--- src/rtl/imm_extend_pipe.sv ---
// imm_extend_pipe
//   Decode-stage immediate generator with a DEPTH-entry output buffer.
//   The immediate is built combinationally from Instr/ImmSrc and captured
//   together with InTag and an error flag on every accepted push.
//   Both sides use valid/ready handshakes; InReady depends on registered
//   state only, so there is no combinational path from OutReady.
//   Optional feature macro: IMM_EXTEND_RVC_EN (compressed CI/CJ formats
//   on ImmSrc 110/111). Without it those codes are flagged via ImmErr.
module imm_extend_pipe #(
   parameter int XLEN  = 32,
   parameter int DEPTH = 2,
   parameter int TAG_W = 8
) (
   input  logic             clk,
   input  logic             reset,
   input  logic             Flush,
   input  logic             InValid,
   output logic             InReady,
   input  logic [31:0]      Instr,
   input  logic [2:0]       ImmSrc,
   input  logic [TAG_W-1:0] InTag,
   output logic             OutValid,
   input  logic             OutReady,
   output logic [XLEN-1:0]  ImmExt,
   output logic [TAG_W-1:0] OutTag,
   output logic             ImmErr
);

   localparam int PW = (DEPTH > 1) ? $clog2(DEPTH) : 1;
   localparam int CW = PW + 1;
   localparam logic [CW-1:0] FULL_CNT = CW'(DEPTH);

   logic [63:0]      ext64;
   logic [XLEN-1:0]  imm_c;
   logic             err_c;

   logic [XLEN-1:0]  mem_imm [DEPTH];
   logic [TAG_W-1:0] mem_tag [DEPTH];
   logic             mem_err [DEPTH];

   logic [PW-1:0]    wr_ptr;
   logic [PW-1:0]    rd_ptr;
   logic [CW-1:0]    count;

   logic             push;
   logic             pop;

   // Build the 64-bit sign/zero-extended immediate, then keep the low XLEN bits.
   // U-type carries the sign into the upper half only when XLEN is 64.
   always_comb begin
      ext64 = '0;
      err_c = 1'b0;
      case (ImmSrc)
         3'b000: ext64 = {{52{Instr[31]}}, Instr[31:20]};
         3'b001: ext64 = {{52{Instr[31]}}, Instr[31:25], Instr[11:7]};
         3'b010: ext64 = {{51{Instr[31]}}, Instr[31], Instr[7], Instr[30:25],
                          Instr[11:8], 1'b0};
         3'b011: ext64 = {{32{Instr[31]}}, Instr[31:12], 12'b0};
         3'b100: ext64 = {{43{Instr[31]}}, Instr[31], Instr[19:12], Instr[20],
                          Instr[30:21], 1'b0};
         3'b101: ext64 = {59'b0, Instr[19:15]};
`ifdef IMM_EXTEND_RVC_EN
         3'b110: ext64 = {{58{Instr[12]}}, Instr[12], Instr[6:2]};
         3'b111: ext64 = {{52{Instr[12]}}, Instr[12], Instr[8], Instr[10:9],
                          Instr[6], Instr[7], Instr[2], Instr[11], Instr[5:3], 1'b0};
`endif
         default: begin
            ext64 = '0;
            err_c = 1'b1;
         end
      endcase
      imm_c = ext64[XLEN-1:0];
   end

   assign InReady  = (count != FULL_CNT);
   assign OutValid = (count != '0);
   assign push     = InValid & InReady & ~Flush;
   assign pop      = OutValid & OutReady;

   // Capture the extended immediate, tag and error flag at the write pointer.
   always_ff @(posedge clk) begin
      if (push) begin
         mem_imm[wr_ptr] <= imm_c;
         mem_tag[wr_ptr] <= InTag;
         mem_err[wr_ptr] <= err_c;
      end
   end

   // Pointer and occupancy bookkeeping; Flush overrides any push/pop.
   always_ff @(posedge clk or posedge reset) begin
      if (reset) begin
         wr_ptr <= '0;
         rd_ptr <= '0;
         count  <= '0;
      end else if (Flush) begin
         wr_ptr <= '0;
         rd_ptr <= '0;
         count  <= '0;
      end else begin
         if (push) wr_ptr <= wr_ptr + PW'(1);
         if (pop)  rd_ptr <= rd_ptr + PW'(1);
         case ({push, pop})
            2'b10:   count <= count + CW'(1);
            2'b01:   count <= count - CW'(1);
            default: count <= count;
         endcase
      end
   end

   // Head entry is presented only while valid; stored contents are masked otherwise.
   always_comb begin
      ImmExt = '0;
      OutTag = '0;
      ImmErr = 1'b0;
      if (OutValid) begin
         ImmExt = mem_imm[rd_ptr];
         OutTag = mem_tag[rd_ptr];
         ImmErr = mem_err[rd_ptr];
      end
   end

endmodule

--- config.mk ---
export PLATFORM = sky130hd
export DESIGN_NAME = imm_extend_pipe
export DESIGN_NICKNAME = d
export VERILOG_FILES = /design/src/rtl/imm_extend_pipe.sv
export SDC_FILE = /design/constraint.sdc
export NUM_CORES = 1
export LEC_CHECK = 0
export CORE_MARGIN = 4
export CORE_UTILIZATION = 50
export DETAILED_ROUTE_END_ITERATION = 12
export GPL_TIMING_DRIVEN = 0
export PLACE_DENSITY = 0.84
export SLEW_MARGIN = 15
export SYNTH_ARGS = -nofsm -noshare
export SYNTH_HDL_FRONTEND = slang
export SYNTH_SLANG_ARGS = --single-unit
--- constraint.sdc ---
create_clock -name clk -period 4.89 [get_ports clk]
set_input_delay 0.7335 -clock clk [delete_from_list [all_inputs] [get_ports clk]]
set_output_delay 0.7335 -clock clk [all_outputs]
set_load 0.005 [all_outputs]
# After elaboration in Yosys (flattened, before gate mapping)

Memories as Yosys holds them, arrays and structs flattened.
Index checks and enable logic that the tools add are counted.

$add $sub $neg: 4
Equal/unequal tests: 8
Muxes and demuxes: 13
Bitwise operators: 4
Reductions and logical operators: 6

Operator list:

| cell                                                                | number |
|---|---|
| 32-bit one-hot mux with 6 select lines                              | 1 |
| 32-bit two-way mux                                                  | 1 |
| 1-bit two-way mux                                                   | 8 |
| 8-bit two-way mux                                                   | 1 |
| 3-bit by 2-bit == test with 1-bit output (second input constant)    | 2 |
| 3-bit == test (second input constant)                               | 2 |
| 2-bit nonzero test                                                  | 3 |
| 6-bit OR reduction                                                  | 1 |
| 2-bit one-hot mux with 2 select lines                               | 1 |
| 1-bit bitwise AND                                                   | 3 |
| 3-bit by 1-bit == test with 1-bit output (second input constant)    | 1 |
| 3-bit logical NOT                                                   | 1 |
| 3-bit nonzero test                                                  | 1 |
| 1-bit adder (second input constant)                                 | 2 |
| 2-bit by 1-bit adder with 2-bit output (second input constant)      | 1 |
| 2-bit by 1-bit == test with 1-bit output (second input constant)    | 1 |
| 2-bit == test (second input constant)                               | 1 |
| 2-bit two-way mux                                                   | 1 |
| 2-bit != test (second input constant)                               | 1 |
| 2-bit by 1-bit subtractor with 2-bit output (second input constant) | 1 |
| 1-bit inverter                                                      | 1 |

Bits in registers: 4
Memory bits (writable): 82
Input port bits: 48
Output and inout port bits: 43
Word-level logic and storage cells: 41
Memories: 3

Memory list:

| name    | words | bits a word | rd ports | clocked after memory_dff | wr ports | RTL line | source |
|---|---|---|---|---|---|---|---|
| mem_imm | 2     | 32          | 1        | 0                        | 1        | 37       | `logic [XLEN-1:0] mem_imm [DEPTH];` |
| mem_tag | 2     | 8           | 1        | 0                        | 1        | 38       | `logic [TAG_W-1:0] mem_tag [DEPTH];` |
| mem_err | 2     | 1           | 1        | 0                        | 1        | 39       | `logic mem_err [DEPTH];` |

# Depth between registers and ports, before layout

Gate-level depths: netlist of run 1.

Depth after elaboration: 6
Mapped depth: 5
Mapped depth without buffers: 4

# Worst setup path before layout of run 1

Ideal clock, no wire load.

Path type: input-to-reg
Start: in InValid
End: mem mem_err[1], enable pin
Setup time: 0.499 ns
Arrival: 3.817 ns
Data required time: 4.391 ns
Path slack: 0.573 ns
Stages: 2
Buffers on the path: 0
Cell sequence: nand2_1 > nor3b_1

Word-level cells in the longest chain between the ends: 4

Ends and longest elaborated chain:

| element                                 | RTL line | source |
|---|---|---|
| start: declaration                      | 17       | `input logic InValid,` |
| 1-bit bitwise AND (2 in a row)          | 77       | `assign push = InValid & InReady & ~Flush;` |
| 1-bit two-way mux                       | 82       | `if (push) begin` |
| 1-bit two-way mux (not written as such) | 85       | `mem_err[wr_ptr] <= err_c;` |
| end: declaration                        | 39       |  |

Every way passes these cells.

# Worst setup path in the final report of run 1

Start: reg count[0]
End: out ImmExt[21]

Word-level cells in the longest chain between the ends: 2

Ends and longest elaborated chain:

| element                  | RTL line | source |
|---|---|---|
| start: declaration       | 43       | `logic [CW-1:0] count;` |
| start signal: assignment | 103      | `2'b10: count <= count + CW'(1);` |
| start signal: assignment | 104      | `2'b01: count <= count - CW'(1);` |
| start signal: assignment | 105      | `default: count <= count;` |
| 2-bit nonzero test       | 76       | `assign OutValid = (count != '0);` |
| 32-bit two-way mux       | 115      | `if (OutValid) begin` |
| end: declaration         | 24       | `output logic [XLEN-1:0] ImmExt,` |

Every way passes these cells.

==> out/metrics.yaml, run 1 <==
run_status:
  outcome: "finished, final reports clean"
clocking:
  cts_tree: "yes"
  clk_pin_slew_ps: 70
  clk_latency_ps: 360
  clock_sinks: 86
  cts_setup_buffers: 0
  cts_buffers: 9
  clock_path_buffers: 2
  hold_buffers: 0
  root_buffer: "clkbuf_8"
  cts_resized: 0
  htreeDepth: 3
route:
  routed_wl_um: 8510
  drtIter0Drc: 115
  vias: 2621
  wl_per_cell_um: 17.3
  via_per_inst: 5.33
  drcViolationCount: 0
  drt_first_pass_iters: 5
  postRouteAntennaNets: 0
setup_path:
  slowest_delay_ps: 520
  critPathArrivalTime_ps: 2340
  crit_fanout: 10
  cp_cell_sequence: "nor2_1 -> clkbuf_1 -> nor2_1 -> clkdlybuf4s50_1"
  endpoint_kind: "output pin"
  reg2reg_depth: 7
  reg2reg_from: "count[1]$_DFFE_PP0P_"
  cp.required_ps: 4160
  reg2reg_slack_ps: 2640
  r2r-end: "mem_imm[0][23]$_DFFE_PP_"
  crit_type: "reg2out"
  cp_common_cell: "nor2_1"
  crit_slowest_cell: "clkdlybuf4s50_1"
  critPathLaunchType: "register"
synth:
  synth-seq-cells: 86
  netlist_area_um2: 3840
  synth_nets: 334
  ys_seq_area_frac: 0.666
  synthDistinctLibCells: 34
  synthCells: 286
  postSynthAreaPerCell_um2: 13.4
  yosys_warnings: 0
cells_and_area:
  layoutNonFillerInstCount: 492
  drive_gt1_frac: 0.0941
  seqCellArea_um2: 2560
  final_cell_mix: "clkdlybuf4s50_1, edfxtp_1, nor2_1"
  nets: 436
  n_antenna_cell: 0
  syn2layout_area_growth_pct: 31.8
  mostFrequentLayoutCell: "clkdlybuf4s50_1"
  multi_input_area_um2: 1170
  fillCellCount: 542
  postLayoutCoreUtil: 0.688
die:
  die_area_um2: 9160
  coreArea_um2: 7370
  rows: 31
  die_h_um: 95.7
  io_pins: 91
  die_w_um: 95.7
  initial_core_util: 0.522
sta:
  rsz0062_at_grt: "no"
  slew_headroom: 0.578
  min_period_ps: 3070
  fmaxAchievable_mhz: 325
  drv_slew: 0
  setup_viol: 0
  worstMarginPinSlew_ps: 630
  final.setup.tns_ps: 0
  finalHoldViolations: 0
  fin_skew_ps: 6.84
  fin_crit_sh: 0.629
placement:
  dpl.hpwl_um: 6140
  gp_congestion: 0.763
  port_buffers: 83
  placedCellCount: 476
hold_path:
  hold_class: "in2async"
global_routing:
  grt-ovfl-total: 0
  grt_pass1_wl_um: 13400
  antenna_found_initial: 0
  grt_max_degree: 15
  grtUsageTotal: 0.198
  grt_pass1_vias: 2689
power_and_ir_drop:
  cellLeakagePower_nw: 1.82
  p_per_area_nw_per_um2: 313
  power.switching_w: 0.000371
  power_frac_comb: 0.166
  p_seq_frac: 0.537
  clockPowerShare: 0.298
  vdd_drop_max_mv: 0.249
  internal_power_w: 0.00122
  p_total_w: 0.00159
  swShare: 0.234
job:
  cap_viol_max_count: 0
==> per-stage QoR <==
step / area, um2 / hold slack, ps / setup WS [ps]
after floorplan: 3840 / 500 / 573
after global placement: 4800 / 552 / -1520
after detailed placement: 4880 / 596 / 1970
after CTS: 5070 / 559 / 1790
after global routing: 5070 / 579 / 1690
final: 5070 / 552 / 1820
==> power by group through the flow <==
stage / Sequential, W / Clock (W) / Combinational, W
final: 0.000851 / 0.000472 / 0.000263
after CTS: 0.000851 / 0.000478 / 0.000265
after floorplan: 0.000868 / 0 / 0.000128
after global placement: 0.000870 / 0 / 0.000249
after global routing: 0.000854 / 0.000506 / 0.000285
after detailed placement: 0.000868 / 0 / 0.000262
==> worst max-delay path: cells and delay by family, from the launching register on <==
kind,cells,cell delay (ps)
buffers and inverters,2,980
AND/OR/NAND/NOR,2,580
flip-flops,1,430
==> area by class of cell <==
cell class | instances | area share
multi-input cells | 174 | 0.230
plain buffers | 20 | 0.0205
clock buffers | 12 | 0.0267
clock inverters | 4 | 0.00963
inverters | 6 | 0.00444
repair buffers | 91 | 0.179
flip-flops and latches | 86 | 0.506
well taps | 99 | 0.0244
==> metal layers <==
| metal | global-route usage | up-vias | share of wire |
|---|---|---|---|
| met2 | 0.338 | 73 | 0.52 |
| met3 | 0.0485 | 14 | 0.055 |
| met4 | 0.0877 | 0 | 0.020 |
| met5 | 0 | - | 0 |
| met1 | 0.238 | 1280 | 0.40 |
| li1 | - | 1254 | - |
==> registers in the layout (all words and copies together), names as in the netlist <==
signal / flops
wr_ptr: 1
rd_ptr: 1
count: 2
mem_err: 2
mem_tag: 16
mem_imm: 64
==> worst max-delay path by stage <==
| stage | end | slack, ps | start | depth (start not counted) |
|---|---|---|---|---|
| after floorplan | mem_err[1]$_DFFE_PP_ | 570 | InValid | 2 |
| after global placement | mem_imm[1][25]$_DFFE_PP_ | -1520 | InValid | 3 |
| after detailed placement | mem_imm[1][25]$_DFFE_PP_ | 1970 | InValid | 6 |
| after CTS | ImmExt[21] | 1790 | count[0]$_DFFE_PP0P_ | 4 |
| after global routing | ImmExt[21] | 1690 | count[0]$_DFFE_PP0P_ | 4 |
| final | ImmExt[21] | 1820 | count[0]$_DFFE_PP0P_ | 4 |
==> cells in the mapped netlist <==
library cell	instances	area [um2]
buf_6	2	22.5
nor2_1	45	169
mux2i_1	43	430
xor2_1	1	8.76
maj3_2	1	11.3
o211ai_1	1	7.51
nor2b_4	1	13.8
buf_1	1	3.75
o22ai_1	7	43.8
and3b_1	1	8.76
and2b_1	6	45.0
and3_1	4	25.0
nor3_1	1	5.00
xnor2_1	1	8.76
clkbuf_1	8	30.0
or2_2	1	6.26
nor3b_1	3	22.5
dfrtp_1	4	100
a21oi_1	22	110
o2bb2ai_1	4	35.0
nand3_1	2	10.0
nand3b_1	1	7.51
nand2_1	1	3.75
or3_1	1	6.26
and2_1	3	18.8
nor2b_1	4	25.0
inv_1	6	22.5
o21ai_0	6	30.0
edfxtp_1	82	2460
a21o_1	12	90.1
a31oi_1	1	6.26
o21a_1	1	7.51
buf_4	1	7.51
buf_2	8	40.0
==> cells by family after synthesis <==
kind of cell,share of synthesized area
xor gates and xnor gates,0.00456
buffers and inverters,0.0329
adders and majority gates,0.00293
muxes,0.112
DFF,0.666
AOI/OAI and AO/OA,0.0859
and+or+nand+nor,0.0953
No activity file was read; power rests on OpenSTA's default activity.
==> inputs of run 2 (changes only) <==
Clock period 4.89 ns to 2.85 ns, I/O delays scaled along.
==> out/metrics.yaml, run 2 (synthesized netlist as in run 1, its figures left out) <==
route:
  drt_first_pass_iters: 4
  postRouteAntennaNets: 0
  wl_per_cell_um: 16.5
  drcViolationCount: 0
  drtIter0Drc: 99
  routed_wl_um: 8090
  vias: 2553
  via_per_inst: 5.21
sta:
  rsz0062_at_grt: "no"
  setup_viol: 0
  fin_skew_ps: 5.25
  fmaxAchievable_mhz: 377
  drv_slew: 0
  hold_slack_ps: 261
  final.setup.tns_ps: 0
  fin_crit_sh: 0.930
  worstMarginPinSlew_ps: 479
  min_period_ps: 2650
  slew_headroom: 0.681
  finalHoldViolations: 0
job:
  cap_viol_max_count: 0
setup_path:
  crit_slowest_cell: "clkdlybuf4s50_1"
  cp_cell_sequence: "nor2_1 -> clkbuf_1 -> nor2_1 -> clkdlybuf4s50_1"
  cp_common_cell: "nor2_1"
  cp.required_ps: 2420
  slowest_delay_ps: 490
  critPathArrivalTime_ps: 2220
  path_delay_family: "buffers and inverters"
  crit_fanout: 10
  crit_type: "reg2out"
  endpoint_kind: "output pin"
  reg2reg_depth: 7
  path_depth: 4
  critPathLaunchType: "register"
  path_buf_inv: 2
die:
  die_h_um: 95.7
  coreArea_um2: 7370
  io_pins: 91
  initial_core_util: 0.522
  rows: 31
  die_area_um2: 9160
  die_w_um: 95.7
clocking:
  root_buffer: "clkbuf_8"
  clock_path_buffers: 2
  cts_resized: 0
  hold_buffers: 0
  clk_pin_slew_ps: 80
  cts_tree: "yes"
  cts_buffers: 9
  clock_sinks: 86
  cts_setup_buffers: 0
  htreeDepth: 3
  clk_latency_ps: 350
power_and_ir_drop:
  clockPowerShare: 0.284
  swShare: 0.249
  internal_power_w: 0.00200
  power_frac_comb: 0.169
  p_per_area_nw_per_um2: 525
  power.switching_w: 0.000665
  p_seq_frac: 0.547
  vdd_drop_max_mv: 0.338
  cellLeakagePower_nw: 1.82
global_routing:
  grt_pass1_vias: 2562
  antenna_found_initial: 0
  grt_pass1_wl_um: 12600
  grt_max_degree: 18
  grt-ovfl-total: 0
  grtUsageTotal: 0.185
cells_and_area:
  layoutNonFillerInstCount: 490
  stdcell_area_um2: 5090
  nets: 434
  final_cell_mix: "clkdlybuf4s50_1, edfxtp_1, nor2_1"
  fillCellCount: 536
  n_antenna_cell: 0
  largest_register: "mem_imm"
  syn2layout_area_growth_pct: 32.3
  mostFrequentLayoutCell: "clkdlybuf4s50_1"
  reg_top3: "mem_imm: 64 flops, mem_tag: 16 flops"
  largest_reg_flops: 64
  drive_gt1_frac: 0.0972
placement:
  placedCellCount: 474
  gp_congestion: 0.801
  place_area_um2: 4910
  dpl.hpwl_um: 5790
  port_buffers: 83
run_status:
  outcome: "finished, final reports clean"
hold_path:
  hold_class: "in2async"
## run 2: cell count changes in the layout (fill, tap and decap cells not counted), sizes merged
cell	before	now
clkbuf	20	17
buf	20	18
clkinvlp	0	2
inv	6	8
bufinv	1	0
## run 2: worst paths after layout
check	start	endpoint	slack, ps
worst min register to register	wr_ptr$_DFFE_PP0P_	wr_ptr$_DFFE_PP0P_	620
worst max-delay path	count[0]$_DFFE_PP0P_	ImmExt[21]	200
worst min-delay path	reset	wr_ptr$_DFFE_PP0P_	260
worst max register to register	count[1]$_DFFE_PP0P_	mem_imm[1][23]$_DFFE_PP_	850
min in group clk	wr_ptr$_DFFE_PP0P_	wr_ptr$_DFFE_PP0P_	620
max in group asynchronous	reset	count[1]$_DFFE_PP0P_	2430
## run 2: layer usage
| metal | wire length, um | global-route usage | up-vias |
|---|---|---|---|
| li1 | - | - | 1252 |
| met1 | 3490 | 0.232 | 1213 |
| met2 | 4070 | 0.316 | 80 |
| met3 | 427 | 0.0407 | 8 |
| met4 | 96 | 0.0675 | 0 |
| met5 | 0 | 0 | - |
## run 2: final cells by class
| cell class | count | area [um2] | area share |
|---|---|---|---|
| buffer | 20 | 106 | 0.0209 |
| clock buffer | 9 | 124 | 0.0243 |
| clock inverter | 7 | 48.8 | 0.00959 |
| inverter | 6 | 22.5 | 0.00443 |
| multi-input combinational | 174 | 1180 | 0.232 |
| sequential | 86 | 2560 | 0.504 |
| tap | 99 | 124 | 0.0243 |
| timing repair buffer | 89 | 921 | 0.181 |
## run 2: per-stage QoR
stage               power [W]   util  worst slack (ps)
global route          0.00278  0.690              29.2
finish                0.00267  0.690               200
global placement      0.00192  0.653             -1130
detailed placement    0.00194  0.667               503
CTS                   0.00269  0.690               107
floorplan             0.00171      -              29.7
## run 2: power groups by stage
stage / combinational (W) / clock, W / sequential [W]
global placement: 0.000427 / 0 / 0.00149
CTS: 0.000454 / 0.000774 / 0.00146
floorplan: 0.000220 / 0 / 0.00149
detailed placement: 0.000451 / 0 / 0.00149
global route: 0.000491 / 0.000823 / 0.00146
finish: 0.000450 / 0.000758 / 0.00146
